## config.mk

```make
export PLATFORM = sky130hd
export DESIGN_NAME = hazard_scoreboard_flat
export DESIGN_NICKNAME = d
export VERILOG_FILES = /design/src/rtl/mips_hazard_pkg.sv /design/src/rtl/hazard_scoreboard_if.sv /design/src/rtl/hazard_src_match.sv /design/src/rtl/hazard_scoreboard.sv /design/src/flat_wrapper.sv
export SDC_FILE = /design/constraint.sdc
export NUM_CORES = 1
export LEC_CHECK = 0
export BUFFER_PORTS_ARGS = -buffer_cell sky130_fd_sc_hd__buf_4
export CAP_MARGIN = 40
export CELL_PAD_IN_SITES_DETAIL_PLACEMENT = 0
export CELL_PAD_IN_SITES_GLOBAL_PLACEMENT = 2
export CORE_UTILIZATION = 33
export CTS_BUF_LIST = sky130_fd_sc_hd__clkbuf_4 sky130_fd_sc_hd__clkbuf_8
export DETAILED_ROUTE_END_ITERATION = 8
export MAX_ROUTING_LAYER = met4
export PLACE_DENSITY_LB_ADDON = 0.12
export REMOVE_ABC_BUFFERS = 1
export SETUP_SLACK_MARGIN = 0.02
export SLEW_MARGIN = 20
export SYNTH_ARGS = -nofsm -noshare
export SYNTH_HDL_FRONTEND = slang
export SYNTH_SLANG_ARGS = --single-unit
```

## constraint.sdc

```tcl
create_clock -name clk -period 2.6 [get_ports clk]
set_input_delay 0.13 -clock clk [delete_from_list [all_inputs] [get_ports clk]]
set_output_delay 0.13 -clock clk [all_outputs]
set_load 0.03 [all_outputs]
```

## src/rtl/mips_hazard_pkg.sv

```systemverilog
// Shared timing constants for the Tuse/Tnew hazard scoreboard.
// Controllers use these when pre-decoding operands for the D stage.
package mips_hazard_pkg;

  localparam int TW = 2;

  localparam logic [TW-1:0] TUSE_BR  = 2'd0;
  localparam logic [TW-1:0] TUSE_ALU = 2'd1;
  localparam logic [TW-1:0] TUSE_ST  = 2'd2;

  localparam logic [TW-1:0] TNEW_ALU  = 2'd1;
  localparam logic [TW-1:0] TNEW_LD   = 2'd2;
  localparam logic [TW-1:0] TNEW_LINK = 2'd0;

  localparam int MULT_LAT = 5;
  localparam int DIV_LAT  = 10;

endpackage

```

## src/rtl/hazard_scoreboard_if.sv

```systemverilog
// D-stage timing inputs and stall outputs of the hazard scoreboard.
// The master side is the pipeline controller; the slave side is the scoreboard.
interface hazard_scoreboard_if #(
  parameter int NREG  = 32,
  parameter int TW    = mips_hazard_pkg::TW,
  parameter int CNT_W = 32
);
  localparam int AW = $clog2(NREG);

  logic             d_valid;
  logic [AW-1:0]    d_rs;
  logic             d_rs_use;
  logic [TW-1:0]    d_rs_tuse;
  logic [AW-1:0]    d_rt;
  logic             d_rt_use;
  logic [TW-1:0]    d_rt_tuse;
  logic [AW-1:0]    d_dst;
  logic [TW-1:0]    d_tnew;
  logic             d_md_acc;
  logic             d_md_start;
  logic             d_md_div;
  logic             flush;
  logic             stall;
  logic             md_busy;
  logic [CNT_W-1:0] stall_cnt;

  modport master (
    output d_valid, d_rs, d_rs_use, d_rs_tuse, d_rt, d_rt_use, d_rt_tuse,
           d_dst, d_tnew, d_md_acc, d_md_start, d_md_div, flush,
    input  stall, md_busy, stall_cnt
  );

  modport slave (
    input  d_valid, d_rs, d_rs_use, d_rs_tuse, d_rt, d_rt_use, d_rt_tuse,
           d_dst, d_tnew, d_md_acc, d_md_start, d_md_div, flush,
    output stall, md_busy, stall_cnt
  );
endinterface

```

## src/rtl/hazard_src_match.sv

```systemverilog
// Per-operand hazard check: the youngest in-flight writer of src decides
// whether its result is still further away than the operand's Tuse.
module hazard_src_match #(
  parameter int STAGES = 3,
  parameter int AW     = 5,
  parameter int TW     = mips_hazard_pkg::TW
) (
  input  logic [AW-1:0]        src_i,
  input  logic                 src_use_i,
  input  logic [TW-1:0]        tuse_i,
  input  logic [STAGES-1:0]    ent_valid_i,
  input  logic [STAGES*AW-1:0] ent_dst_i,
  input  logic [STAGES*TW-1:0] ent_rem_i,
  output logic                 hazard_o
);
  logic found;
  logic late;

  always_comb begin
    found = 1'b0;
    late  = 1'b0;
    for (int unsigned k = 0; k < STAGES; k++) begin
      // First hit from E outward is the youngest writer; older ones are stale
      if (!found && ent_valid_i[k] && (ent_dst_i[k*AW +: AW] == src_i)) begin
        found = 1'b1;
        late  = ent_rem_i[k*TW +: TW] > tuse_i;
      end
    end
    hazard_o = src_use_i && (src_i != '0) && late;
  end
endmodule

```

## src/rtl/hazard_scoreboard.sv

```systemverilog
// Tuse/Tnew stall unit for the 5-stage MIPS pipeline: tracks destinations in
// E..W, owns the HI/LO latency counter and counts stalled cycles.
module hazard_scoreboard #(
  parameter int NREG     = 32,
  parameter int STAGES   = 3,
  parameter int TW       = mips_hazard_pkg::TW,
  parameter int MULT_LAT = mips_hazard_pkg::MULT_LAT,
  parameter int DIV_LAT  = mips_hazard_pkg::DIV_LAT,
  parameter int CNT_W    = 32
) (
  input  logic              clk,
  input  logic              reset,
  hazard_scoreboard_if.slave bus
);
  localparam int AW = $clog2(NREG);
  localparam int MW = $clog2(DIV_LAT + 1);

  logic [STAGES-1:0]         valid_q, valid_d;
  logic [STAGES-1:0][AW-1:0] dst_q, dst_d;
  logic [STAGES-1:0][TW-1:0] rem_q, rem_d;
  logic [MW-1:0]             md_q, md_d;
  logic [CNT_W-1:0]          cnt_q, cnt_d;

  logic rs_haz, rt_haz, md_haz, stall, issue;

  hazard_src_match #(.STAGES(STAGES), .AW(AW), .TW(TW)) u_rs (
    .src_i      (bus.d_rs),
    .src_use_i  (bus.d_rs_use & bus.d_valid),
    .tuse_i     (bus.d_rs_tuse),
    .ent_valid_i(valid_q),
    .ent_dst_i  (dst_q),
    .ent_rem_i  (rem_q),
    .hazard_o   (rs_haz)
  );

  hazard_src_match #(.STAGES(STAGES), .AW(AW), .TW(TW)) u_rt (
    .src_i      (bus.d_rt),
    .src_use_i  (bus.d_rt_use & bus.d_valid),
    .tuse_i     (bus.d_rt_tuse),
    .ent_valid_i(valid_q),
    .ent_dst_i  (dst_q),
    .ent_rem_i  (rem_q),
    .hazard_o   (rt_haz)
  );

  assign md_haz = bus.d_valid & bus.d_md_acc & (md_q != '0);
  assign stall  = rs_haz | rt_haz | md_haz;
  assign issue  = bus.d_valid & ~stall & ~bus.flush;

  always_comb begin
    valid_d = '0;
    dst_d   = '0;
    rem_d   = '0;
    if (!bus.flush) begin
      for (int unsigned k = 1; k < STAGES; k++) begin
        valid_d[k] = valid_q[k-1];
        dst_d[k]   = dst_q[k-1];
        rem_d[k]   = (rem_q[k-1] == '0) ? '0 : rem_q[k-1] - 1'b1;
      end
      if (issue && (bus.d_dst != '0)) begin
        valid_d[0] = 1'b1;
        dst_d[0]   = bus.d_dst;
        rem_d[0]   = bus.d_tnew;
      end
    end

    // An issued mult/div keeps counting through a flush
    if (issue && bus.d_md_start) begin
      md_d = bus.d_md_div ? MW'(DIV_LAT) : MW'(MULT_LAT);
    end else if (md_q != '0) begin
      md_d = md_q - 1'b1;
    end else begin
      md_d = '0;
    end

    cnt_d = (stall && (cnt_q != '1)) ? cnt_q + 1'b1 : cnt_q;
  end

  always_ff @(posedge clk) begin
    if (reset) begin
      valid_q <= '0;
      dst_q   <= '0;
      rem_q   <= '0;
      md_q    <= '0;
      cnt_q   <= '0;
    end else begin
      valid_q <= valid_d;
      dst_q   <= dst_d;
      rem_q   <= rem_d;
      md_q    <= md_d;
      cnt_q   <= cnt_d;
    end
  end

  assign bus.stall     = stall;
  assign bus.md_busy   = md_q != '0;
  assign bus.stall_cnt = cnt_q;
endmodule

```

## src/flat_wrapper.sv

```systemverilog
// flat-port wrapper written by rule: the top's interface ports become plain ports
module hazard_scoreboard_flat 
#(
  parameter int NREG     = 32,
  parameter int STAGES   = 3,
  parameter int TW       = mips_hazard_pkg::TW,
  parameter int MULT_LAT = mips_hazard_pkg::MULT_LAT,
  parameter int DIV_LAT  = mips_hazard_pkg::DIV_LAT,
  parameter int CNT_W    = 32
)
  (clk, reset, bus_d_valid, bus_d_rs, bus_d_rs_use, bus_d_rs_tuse, bus_d_rt, bus_d_rt_use, bus_d_rt_tuse, bus_d_dst, bus_d_tnew, bus_d_md_acc, bus_d_md_start, bus_d_md_div, bus_flush, bus_stall, bus_md_busy, bus_stall_cnt);
  hazard_scoreboard_if #(.NREG(NREG), .TW(TW), .CNT_W(CNT_W)) bus_i ();
  input  logic clk;
  input  logic reset;
  input wire logic [$bits(bus_i.d_valid)-1:0] bus_d_valid;
  input wire logic [$bits(bus_i.d_rs)-1:0] bus_d_rs;
  input wire logic [$bits(bus_i.d_rs_use)-1:0] bus_d_rs_use;
  input wire logic [$bits(bus_i.d_rs_tuse)-1:0] bus_d_rs_tuse;
  input wire logic [$bits(bus_i.d_rt)-1:0] bus_d_rt;
  input wire logic [$bits(bus_i.d_rt_use)-1:0] bus_d_rt_use;
  input wire logic [$bits(bus_i.d_rt_tuse)-1:0] bus_d_rt_tuse;
  input wire logic [$bits(bus_i.d_dst)-1:0] bus_d_dst;
  input wire logic [$bits(bus_i.d_tnew)-1:0] bus_d_tnew;
  input wire logic [$bits(bus_i.d_md_acc)-1:0] bus_d_md_acc;
  input wire logic [$bits(bus_i.d_md_start)-1:0] bus_d_md_start;
  input wire logic [$bits(bus_i.d_md_div)-1:0] bus_d_md_div;
  input wire logic [$bits(bus_i.flush)-1:0] bus_flush;
  output wire logic [$bits(bus_i.stall)-1:0] bus_stall;
  output wire logic [$bits(bus_i.md_busy)-1:0] bus_md_busy;
  output wire logic [$bits(bus_i.stall_cnt)-1:0] bus_stall_cnt;
  assign bus_i.d_valid = bus_d_valid;
  assign bus_i.d_rs = bus_d_rs;
  assign bus_i.d_rs_use = bus_d_rs_use;
  assign bus_i.d_rs_tuse = bus_d_rs_tuse;
  assign bus_i.d_rt = bus_d_rt;
  assign bus_i.d_rt_use = bus_d_rt_use;
  assign bus_i.d_rt_tuse = bus_d_rt_tuse;
  assign bus_i.d_dst = bus_d_dst;
  assign bus_i.d_tnew = bus_d_tnew;
  assign bus_i.d_md_acc = bus_d_md_acc;
  assign bus_i.d_md_start = bus_d_md_start;
  assign bus_i.d_md_div = bus_d_md_div;
  assign bus_i.flush = bus_flush;
  assign bus_stall = bus_i.stall;
  assign bus_md_busy = bus_i.md_busy;
  assign bus_stall_cnt = bus_i.stall_cnt;
  hazard_scoreboard #(.NREG(NREG), .STAGES(STAGES), .TW(TW), .MULT_LAT(MULT_LAT), .DIV_LAT(DIV_LAT), .CNT_W(CNT_W)) u_core (.clk(clk), .reset(reset), .bus(bus_i));
endmodule
```

==> results.sh <==
export IMPL_status="finished clean"
export IMPL_drc_errors=0
export IMPL_coreArea_um2=9240
export IMPL_synth_simple_area_share_pct=27.6
export IMPL_clk_latency_ns=0.34
export IMPL_critPathCaptureType="flop"
export IMPL_synthCells=370
export IMPL_reg2reg_slack_ns=0.11
export IMPL_crit_end="u_core.bus.stall_cnt[18]"
export IMPL_timing_setup_tns_ns=0
export IMPL_startpoint="u_core.rem_q[5]"
export IMPL_dp_hpwl_mm=6.05
export IMPL_leakagePower_nw=1.70
export IMPL_cts_buffer_depth=2
export IMPL_numCtsBuffers=9
export IMPL_worst_setup_hold_path_clk_slew_ns=0.07
export IMPL_vias_per_cell=5.05
export IMPL_cts_sinks=60
export IMPL_cp_start_kind="flop"
export IMPL_final_layout_size_suffix_gt1_share_pct=27.1
export IMPL_relSlewSlack_pct=65.6
export IMPL_crit_chain="ha_4, a21oi_2, or4_1, mux2i_1, o21a_2, o21ai_4, buf_12, or4_4, a21oi_2"
export IMPL_netlist_area_um2=3150
export IMPL_cp_data_arrival_time_ns=2.75
export IMPL_avgSynthCellArea_um2=8.53
export IMPL_synthMuxAreaShare_pct=1.67
export IMPL_p_total_mw=2.23
export IMPL_rsz0062_at_grt="true"
export IMPL_powerDensity_nw_per_um2=511
export IMPL_async_flop_share_pct=0
export IMPL_htreeDepth=3
export IMPL_cp_num_buf_inv=1
export IMPL_gp_congestion=0.830
export IMPL_antenna_cells=0
export IMPL_start_util_pct=34.1
export IMPL_min_period_over_period_pct=95.6
export IMPL_ys_seq_area_share_pct=38.1
export IMPL_max_freq_mhz=402
export IMPL_p_sw_uw=525
export IMPL_grt_pass1_wl_mm=13.9
export IMPL_vias=2999
export IMPL_cap_violations=0
export IMPL_ant_nets=0
export IMPL_die_w_um=99.8
export IMPL_place_inst=562
export IMPL_synth_largest_area_cell="dfxtp_1"
export IMPL_final_cell_count_no_fill=594
export IMPL_routedWlPerCell_um=14.6
export IMPL_row_count=35
export IMPL_synth_compound_area_share_pct=14.0
export IMPL_synth_xor_area_share_pct=8.89
export IMPL_die_area_um2=9950
export IMPL_r2r_end="u_core.bus.stall_cnt[18]"
export IMPL_synth_top_family_by_area="simple AND/OR/NAND/NOR gates"
export IMPL_layout_min_cycle_time_ns=2.49
export IMPL_cts_tree="yes"
export IMPL_p_int_mw=1.70
export IMPL_hold_depth=4
export IMPL_synth_seq_cells=60
export IMPL_finish_net_count=505
export IMPL_fillCellCount=922
export IMPL_fin_skew_ns=0.0121
export IMPL_drt_iter0_drc=82
export IMPL_die_y_um=99.8
export IMPL_critical_path_class="flop to flop"
export IMPL_drt_total_wl_mm=8.67
export IMPL_drt_pass1_iterations=4
export IMPL_critPathSlowestCell="or4_1"
export IMPL_seq_power_share_pct=42.2
export IMPL_synth_top_area_share_pct=38.1
export IMPL_peakVddDrop_v=0.000312
export IMPL_grt_usage_pct=18.4
export IMPL_combPwrFrac_pct=10.3
export IMPL_tightest_slew_ns=0.516
export IMPL_r2r_start="u_core.rem_q[5]"
export IMPL_worstPathMaxFanout=19
export IMPL_ys_flop_type="dfxtp_1"
export IMPL_maxSlewViolCount=0
export IMPL_p_clk_share_pct=47.4
export IMPL_portBuffers=63
export IMPL_cp_depth=9
export IMPL_grt_max_degree=45
export IMPL_finish_utilization_pct=47.2
export IMPL_setup_violations=0
export IMPL_crit_top_cell="a21oi_2"
export IMPL_boundaryPins=64
export IMPL_cpPeakStageDelay_ns=0.50
export IMPL_root_buffer="clkbuf_8"
export IMPL_antenna_found_initial=0
export IMPL_dpl_instance_area_um2=3840
export IMPL_path_delay_family="simple AND/OR/NAND/NOR gates"
export IMPL_synth_fa_ha_area_share_pct=5.95
export IMPL_netlist_cell_type_count=38
export IMPL_syn_to_final_growth_pct=38.2
export IMPL_reg2regPathDepth=9
export IMPL_synth_edf_count=0
export IMPL_hold_class="input port to flop"
export IMPL_worstPathRequired_ns=2.87
export IMPL_yosysWarnings=0
export IMPL_synth_area_leaders="dfxtp_1, ha_1, xor2_1, a21oi_1, or4_1"
export IMPL_grt_pass1_vias=2803
export IMPL_design_area_um2=4360
export IMPL_overflow=0
export IMPL_switching_share_pct=23.6
export IMPL_hold_viol_final=0
## through the flow
stage	hold WS [ns]	setup WS (ns)
finish	0.254	0.113
global route	0.286	-0.0154
CTS	0.237	0.0131
detailed placement	0.342	0.0479
global placement	0.344	0.0776
floorplan	0.199	-0.174
## flip-flops by register name (all words and copies together), names as in the netlist
signal and count:
u_core.md_q 4, u_core.valid_q 3, u_core.bus.stall_cnt 32, u_core.dst_q 15
u_core.rem_q 6
## worst min-delay path by stage
stage | start | endpoint | slack, ns
3_3_place_gp | bus_d_dst[2] | u_core.dst_q[2] | 0.34
4_1_cts | bus_d_md_start | u_core.md_q[1] | 0.24
2_1_floorplan | reset | u_core.bus.stall_cnt[10] | 0.20
5_1_grt | bus_d_md_start | u_core.md_q[1] | 0.29
3_5_place_dp | bus_d_dst[2] | u_core.dst_q[2] | 0.34
6_report | bus_d_md_start | u_core.md_q[1] | 0.25
## routing by layer
metal / up-vias / wire, µm / track usage, % / part of all wire (%)
met5: - / 0 / - / 0
met4: 0 / 75 / 6.79 / 0.87
met3: 7 / 367 / 3.16 / 4.2
met2: 64 / 4330 / 30.9 / 50
met1: 1409 / 3900 / 22.0 / 45
li1: 1519 / - / - / -
## cells in the final DEF, fill, tap and decap left out, drive strengths merged, types with 6 or more instances in the layout
cell and count:
nand4 10, nand2 25, dfxtp 60, nand3 15, and2 20, nor2 17, inv 14, nor4 11
clkbuf 11, ha 15, o21ai 20, dlygate4sd3 9, xor2 20, or4 19, o31ai 15, or3 14
xnor2 12, buf 83, and3 7, nor2b 7, a21oi 30, nor3 6
## cell families after synthesis
group	count (synthesis)
mux	5
compound gates	74
fa+ha+maj	15
buf+inv	28
flops	60
simple gates	156
xor+xnor	32
## cells in the mapped netlist, drive strengths merged, types with 10 or more instances
cell type / n
nand4: 10
a21oi: 30
or4: 19
nand3: 15
nor4: 11
xor2: 20
o21ai: 20
or3: 14
nor2: 17
inv: 14
and2: 20
dfxtp: 60
ha: 15
nand2: 25
xnor2: 12
o31ai: 15
## power groups by stage
stage	clock network, mW	registers [mW]	logic [mW]
after floorplan	0	0.962	0.0923
after global placement	0	0.961	0.198
after detailed placement	0	0.962	0.199
after CTS	1.08	0.940	0.210
after global routing	1.13	0.942	0.253
final	1.06	0.941	0.230
## worst register-to-register path: cells and delay by family, from the launching register on
family	cells	cell delay, ns
mux	1	0.14
flops	1	0.34
buf+inv	1	0.16
fa+ha+maj	1	0.27
compound gates	4	0.52
simple gates	2	0.98
## repair_timing
action / 4_1_cts / 5_1_grt
resized for setup: 1 / 24
cloned: 0 / 1
endpoints found under the setup margin: 1 / 33
pin swaps: 0 / 9
hold buffers: 9 / 0
endpoints found under the hold margin: 11 / 0
buffers inserted: 0 / 6
## cell type report
type	count	area, µm²	area share [%]
multi-input cells	282	1930	44.3
flip-flops and latches	60	1200	27.6
repair buffers	93	758	17.4
well taps	129	161	3.70
clock buffers	10	138	3.16
clock inverters	6	111	2.55
inverters	14	52.6	1.21
Note: power is estimated with default switching activity, not from simulation.
